$ cat config.mk
export PLATFORM = sky130hd
export DESIGN_NAME = alu_issue
export DESIGN_NICKNAME = d
export VERILOG_FILES = /design/src/rtl/alu_issue.sv
export SDC_FILE = /design/constraint.sdc
export NUM_CORES = 1
export LEC_CHECK = 0
export ABC_AREA = 0
export CORE_AREA = 5 5 110 112
export CTS_CLUSTER_SIZE = 8
export DETAILED_ROUTE_END_ITERATION = 6
export DIE_AREA = 0 0 115 117
export GPL_TIMING_DRIVEN = 0
export HOLD_SLACK_MARGIN = 0.15
export MAX_ROUTING_LAYER = met4
export PLACE_DENSITY = 0.83
export SYNTH_ARGS = -nofsm -noshare
export SYNTH_HDL_FRONTEND = slang
export SYNTH_SLANG_ARGS = --single-unit
$ cat constraint.sdc
create_clock -name clk_i -period 4.16 [get_ports clk_i]
set_input_delay 0.624 -clock clk_i [delete_from_list [all_inputs] [get_ports clk_i]]
set_output_delay 0.624 -clock clk_i [all_outputs]
set_load 0.05 [all_outputs]
$ cat src/rtl/alu_issue.sv
// alu_issue: single-slot issue stage in front of a combinational ALU.
// It decodes the ALU operation and registers the operands and control code
// toward the external ALU. Multiplies are held in EXEC for MUL_CYCLES cycles.
// The result is captured and handed downstream over a valid/ready handshake.
module alu_issue #(
    parameter int MUL_CYCLES = 3
) (
    input  logic        clk_i,
    input  logic        rst_i,
    input  logic        valid_i,
    output logic        ready_o,
    input  logic [2:0]  aluop_i,
    input  logic [5:0]  funct_i,
    input  logic [31:0] src1_i,
    input  logic [31:0] src2_i,
    output logic [31:0] alu_src1_o,
    output logic [31:0] alu_src2_o,
    output logic [3:0]  alu_ctrl_o,
    input  logic [31:0] alu_result_i,
    input  logic        alu_zero_i,
    output logic        valid_o,
    input  logic        ready_i,
    output logic [31:0] result_o,
    output logic        zero_o,
    output logic        error_o
);

    localparam logic [3:0] CTRL_AND     = 4'd0;
    localparam logic [3:0] CTRL_OR      = 4'd1;
    localparam logic [3:0] CTRL_ADD     = 4'd2;
    localparam logic [3:0] CTRL_MUL     = 4'd4;
    localparam logic [3:0] CTRL_SUB     = 4'd6;
    localparam logic [3:0] CTRL_SLT     = 4'd7;
    localparam logic [3:0] CTRL_PASS    = 4'd11;
    localparam logic [3:0] CTRL_ILLEGAL = 4'd15;

    // A multiply spends MUL_CYCLES cycles in EXEC, so the counter starts one lower.
    localparam logic [3:0] MUL_CNT_INIT = 4'(MUL_CYCLES - 1);

    typedef enum logic [1:0] {
        IDLE = 2'd0,
        EXEC = 2'd1,
        DONE = 2'd2
    } state_t;

    state_t     state;
    state_t     state_next;
    logic [3:0] cnt;
    logic [3:0] dec_code;
    logic       accept;

    assign accept = valid_i & ready_o;

    // Decode the operation class and function field into the ALU control code.
    always_comb begin
        // NOTE: every output of a combinational block gets a default first; otherwise
        // any path that misses an assignment infers a latch.
        dec_code = CTRL_ILLEGAL;
        unique case (aluop_i)
            3'b000: dec_code = CTRL_ADD;
            3'b001: dec_code = CTRL_SUB;
            3'b011: dec_code = CTRL_SLT;
            3'b100: dec_code = CTRL_AND;
            3'b101: dec_code = CTRL_OR;
            3'b110: dec_code = CTRL_PASS;
            3'b111: dec_code = CTRL_ILLEGAL;
            3'b010: begin
                case (funct_i)
                    6'b100100: dec_code = CTRL_AND;
                    6'b100101: dec_code = CTRL_OR;
                    6'b100000: dec_code = CTRL_ADD;
                    6'b100010: dec_code = CTRL_SUB;
                    6'b101010: dec_code = CTRL_SLT;
                    6'b011000: dec_code = CTRL_MUL;
                    default:   dec_code = CTRL_ILLEGAL;
                endcase
            end
            default: dec_code = CTRL_ILLEGAL;
        endcase
    end

    // State register.
    always_ff @(posedge clk_i or posedge rst_i) begin
        // NOTE: sequential state is written with non-blocking assignments so that
        // every register samples the pre-edge values, independent of statement order.
        if (rst_i) begin
            state <= IDLE;
        end else begin
            state <= state_next;
        end
    end

    // Next-state logic: a DONE with a waiting operation goes straight back to EXEC.
    always_comb begin
        state_next = state;
        unique case (state)
            IDLE: if (accept) state_next = EXEC;
            EXEC: if (cnt == 4'd0) state_next = DONE;
            DONE: begin
                if (ready_i) begin
                    state_next = valid_i ? EXEC : IDLE;
                end
            end
            default: state_next = IDLE;
        endcase
    end

    // Handshake outputs decoded from the state.
    always_comb begin
        ready_o = (state == IDLE) | ((state == DONE) & ready_i);
        valid_o = (state == DONE);
    end

    // Operand/control capture on accept, multiply countdown and result capture.
    always_ff @(posedge clk_i or posedge rst_i) begin
        if (rst_i) begin
            cnt        <= 4'd0;
            alu_src1_o <= 32'd0;
            alu_src2_o <= 32'd0;
            alu_ctrl_o <= CTRL_ILLEGAL;
            result_o   <= 32'd0;
            zero_o     <= 1'b0;
            error_o    <= 1'b0;
        end else if (accept) begin
            alu_src1_o <= src1_i;
            alu_src2_o <= src2_i;
            alu_ctrl_o <= dec_code;
            cnt        <= (dec_code == CTRL_MUL) ? MUL_CNT_INIT : 4'd0;
        end else if (state == EXEC) begin
            if (cnt != 4'd0) begin
                cnt <= cnt - 4'd1;
            end else if (alu_ctrl_o == CTRL_ILLEGAL) begin
                // Illegal operations never trust the ALU: fixed zero result.
                result_o <= 32'd0;
                zero_o   <= 1'b1;
                error_o  <= 1'b1;
            end else begin
                result_o <= alu_result_i;
                zero_o   <= alu_zero_i;
                error_o  <= 1'b0;
            end
        end
    end

endmodule

* Word level (Yosys, flattened, before mapping)
Index checks and enable logic that the tools add are counted.
** Word-level totals
- Logic and storage cells :: 57
- Register bits after elaboration :: 108
- Output and inout port bits :: 104
** Cells by class
- Muxes and demuxes :: 14
- Reductions and logical operators :: 9
- Equal/unequal tests :: 20
- Bitwise operators :: 5
- $add $sub $neg :: 1
** Operator list (number)
- $mux W32 :: 1
- $pmux W4 S8 :: 1
- $eq A6 B6 Y1 const B :: 5
- $pmux W4 S6 :: 1
- $eq A3 B3 Y1 const B :: 4
- $mux W4 :: 3
- $mux W2 :: 4
- $eq A3 B2 Y1 const B :: 2
- $eq A6 B5 Y1 const B :: 1
- $pmux W2 S3 :: 1
- $reduce_and A3 Y1 :: 2
- $eq A4 B3 Y1 const B :: 1
- $eq A4 B4 Y1 const B :: 1
- $logic_not A4 Y1 :: 1
- $ne A2 B2 Y1 const B :: 2
- $reduce_bool A2 Y1 :: 2
- $reduce_bool A4 Y1 :: 1
- $sub A4 B1 Y4 const B :: 1
- $eq A3 B1 Y1 const B :: 1
- $logic_not A3 Y1 :: 1
- $mux W1 :: 3
- $and A1 B1 Y1 :: 2
- $eq A2 B1 Y1 const B :: 1
- $eq A2 B2 Y1 const B :: 1
- 5 further kinds :: 6

* Logic depth before layout (Yosys ltp)
- Depth after elaboration :: 6
- Mapped depth :: 9
- Depth with buffers taken out :: 6

* Worst setup path before layout
No wires, ideal clock.
- Path type :: reg2reg
- Start :: register cnt[0]
- End :: register zero_o
- Required time :: 4039 ps
- Period minus slack after synthesis :: 1939 ps
- Path buffers :: 3
- Arrival time :: 1819 ps
- Path slack :: 2221 ps
- Cell stages (with the launch flop) :: 10
- Path through :: dfrtp_1 inv_1 ha_1 or3b_1 buf_2 nand2b_4 buf_6 a41oi_4 buf_6 a21oi_1
** Between the ends
- Word-level cells in the longest chain between the ends :: 3
** Ends and longest elaborated chain
- from (decl) :: RTL line 48 : logic [3:0] cnt;
- from (signal assigned) :: RTL line 128 : cnt <= (dec_code == CTRL_MUL) ? MUL_CNT_INIT : 4'd0;
- from (signal assigned) :: RTL line 131 : cnt <= cnt - 4'd1;
- $reduce_bool A4 Y1 :: RTL line 130 : if (cnt != 4'd0) begin
- $not A1 Y1 (no source line)
- $reduce_and A3 Y1 (no source line)
- to (signal assigned) :: RTL line 139 : zero_o <= alu_zero_i;
- to (decl) :: RTL line 24 : output logic zero_o,
No other way between the ends.
A chain may end at the register's enable or synchronous reset.

* Worst setup path after layout
- Start :: input port ready_i
- End :: output port ready_o
** Between the ends
- Word-level cells in the longest chain between the ends :: 2
** Ends and longest elaborated chain
- from (decl) :: RTL line 22 : input logic ready_i,
- $and A1 B1 Y1 :: RTL line 110 : ready_o = (state == IDLE) | ((state == DONE) & ready_i);
- $or A1 B1 Y1 :: RTL line 110
- to (decl) :: RTL line 11 : output logic ready_o,
No other way between the ends.

==> qor.txt <==
initial detailed-routing violation count -> 171
GP Congestion -> 0.8853
Root Buffer -> clkbuf_16
Min-Delay Path Depth -> 2
FF-to-FF End -> result_o[22]
number of synthesized flops with an enable pin -> 0
CP Data Required Time -> 3540 ps
CTS tree -> yes
Overflow after GRT -> 0
first-pass GRT wire length -> 19,060 um
fraction of registers with async set/reset -> 100.0%
max incr delay on CP -> 830 ps
Fin. Hold Viols -> 0
Ports -> 214
setup TNS -> 0 ps
RSZ-0062 raised after global routing -> no
CP Data Arrival Time -> 2110 ps
via count of the first global-routing pass -> 3,858
Final ANT Viol Nets -> 0
synthesized area per cell -> 10.19 um^2
core area -> 11,130 um^2
drc violations -> 0
Power Density -> 934.1 nW/um^2
Total Wirelength -> 12,270 um
Yosys reg bits -> 108
wire per inst -> 15.45 um
hold_buf cts -> 0
Ys Warns -> 0
most used cell, CP -> clkdlybuf4s50_1
clk_skew -> 8.053 ps
Vias -> 3,859
max-slew violations -> 0
Synth top cells by count -> nand2_1, dfrtp_1, a22o_1
Post-CTS Setup Inserts -> 0
final core occ -> 62.53%
nets@finish -> 758
CP Capture Type -> output pin
post-synth cell types -> 37
layout cells sized above 1 -> 4.455%
Die Area -> 13,460 um^2
Area contributors post-synth -> dfrtp_1, nand2_1, a22o_1
Finished Layout Cells -> 794
Worst IR Drop VDD -> 0.5267 mV
Final setup viols -> 0
r2r setup slk -> 1980 ps
clk sinks -> 108
CP Max Fanout -> 4
Tightest Hold Check Type -> reg2reg
starting density of the core -> 38.56%
R2R depth -> 9
clock buffer count from CTS -> 9
die height -> 117 um
fmax -> 365.2 MHz
Longest Clk Path Bufs -> 2
top_reg_cell synth -> dfrtp_1
Rel. slew slack -> 39.62%
GR Util All Layers -> 18.38%
overall power -> 6.498 mW
Area growth, synth to finish -> 62.15%
pin count of the biggest net entering global routing -> 60
multi-input logic area -> 1431 um^2
fin crit share -> 65.83%
Synth top area share -> 60.66%
Final WS setup -> 1422 ps
final instance area -> 6957 um^2
Mapped Cells -> 421
Worst setup SP type -> input pin
register area -> 2708 um^2
total placed cells including tap cells -> 778
H-tree Lvls -> 3
r2r startpoint -> cnt[0]
final hold slack -> 474.7 ps
Placement Setup Slack -> 1344 ps
Final HPWL DP -> 9585 um
drt pass-1 iters -> 4
crit path time final -> 2738 ps
count leader, synth -> nand2_1
number of diodes -> 0
Max Cap Viol -> 0
row cnt -> 39
Seq/Total Area, Yosys -> 63.11%
Slowest-stage cell, CP -> clkdlybuf4s50_1
clock latency on the worst-skew pair -> 330 ps
CP Class -> in2out
Via density -> 4.860
PortBufs -> 213
Hold Path Sink -> alu_src1_o[9]
Placed Area -> 6631 um^2
Synth Cell Area -> 4290 um^2
Worst Tran Pin Value -> 901.7 ps
clk slew on worst S/H paths -> 70 ps
die span in x -> 115 um
cells along the critical path -> clkdlybuf4s50_1 > o21a_1 > clkdlybuf4s50_1
syn_nets -> 533
filler cell count -> 912
initial antenna violation count -> 0
Leak -> 3.223 nW
hold path startpoint -> alu_src1_o[9]
status -> finished clean
post_cts resized -> 0
Yosys top cell by area -> dfrtp_1
area by class of cell:
| class | count | area share, % |
|---|---|---|
| sequential | 108 | 38.92 |
| timing repair buffer | 214 | 31.04 |
| multi-input combinational | 281 | 20.58 |
| clock buffer | 11 | 3.489 |
| tap | 143 | 2.572 |
| buffer | 23 | 1.691 |
| clock inverter | 5 | 1.187 |
| inverter | 9 | 0.5216 |
cells by family after synthesis:
| group | share of synthesized area, % |
|---|---|
| xor gates and xnor gates | 0.6125 |
| buffers and inverters | 3.529 |
| adders and majority gates | 0.5832 |
| DFF | 63.11 |
| and+or+nand+nor | 20.88 |
| muxes | 0.7291 |
| AOI/OAI and AO/OA | 10.56 |
state kept, by name, summed over array words and instances, names as in the netlist:
signal / flops
result_o: 32
alu_src1_o: 32
cnt: 4
state: 2
zero_o: 1
alu_ctrl_o: 4
alu_src2_o: 32
error_o: 1
how the worst max path moves through the flow:
stage | slack [ps] | cells after the start | end | start
after floorplan | 700 | 1 | alu_src1_o[0] | rst_i
after global placement | -700 | 2 | alu_src2_o[23] | rst_i
after detailed placement | 1340 | 7 | alu_src2_o[23] | ready_i
after CTS | 1430 | 3 | ready_o | ready_i
after global routing | 1400 | 3 | ready_o | ready_i
final | 1420 | 3 | ready_o | ready_i
per-layer routing:
layer	GRT usage [%]	wire length [um]	up-vias
met5	-	0	-
met4	6.182	261	0
met3	3.753	985	23
met2	30.13	5991	165
met1	22.90	5032	1844
li1	-	-	1827
worst max-delay path, delay by kind of cell:
family	cells	cell delay [ps]
buf+inv	2	1360
compound gates	1	130
layout by cell type, fill, tap and decap left out, types with 2 or more instances in the layout:
cell | netlist | routed
a22o_1 | 32 | 32
buf_1 | 2 | 2
o31ai_1 | 3 | 3
buf_6 | 4 | 4
a21oi_1 | 6 | 6
o21ai_0 | 3 | 3
clkbuf_16 | 0 | 9
clkdlybuf4s50_1 | 0 | 213
o21a_1 | 2 | 2
nor4b_1 | 2 | 2
nor4bb_1 | 2 | 2
xor2_1 | 2 | 2
or4bb_1 | 2 | 2
nand2_1 | 197 | 197
dfrtp_1 | 104 | 104
nor2_1 | 5 | 5
inv_1 | 9 | 8
a2111oi_0 | 2 | 2
clkbuf_1 | 16 | 17
nor2b_1 | 2 | 2
mux2i_1 | 2 | 2
nand2b_1 | 2 | 2
nand3_1 | 2 | 2
ha_1 | 2 | 2
dfstp_2 | 4 | 4
bufinv_16 | 0 | 2
power by group:
| part | internal, mW | switching [mW] | leakage (nW) |
|---|---|---|---|
| Clock | 0.546 | 0.354 | 0.160 |
| Sequential | 1.56 | 0.290 | 1.34 |
| Combinational | 1.27 | 2.48 | 1.73 |
(Power assumes the default switching activity.)
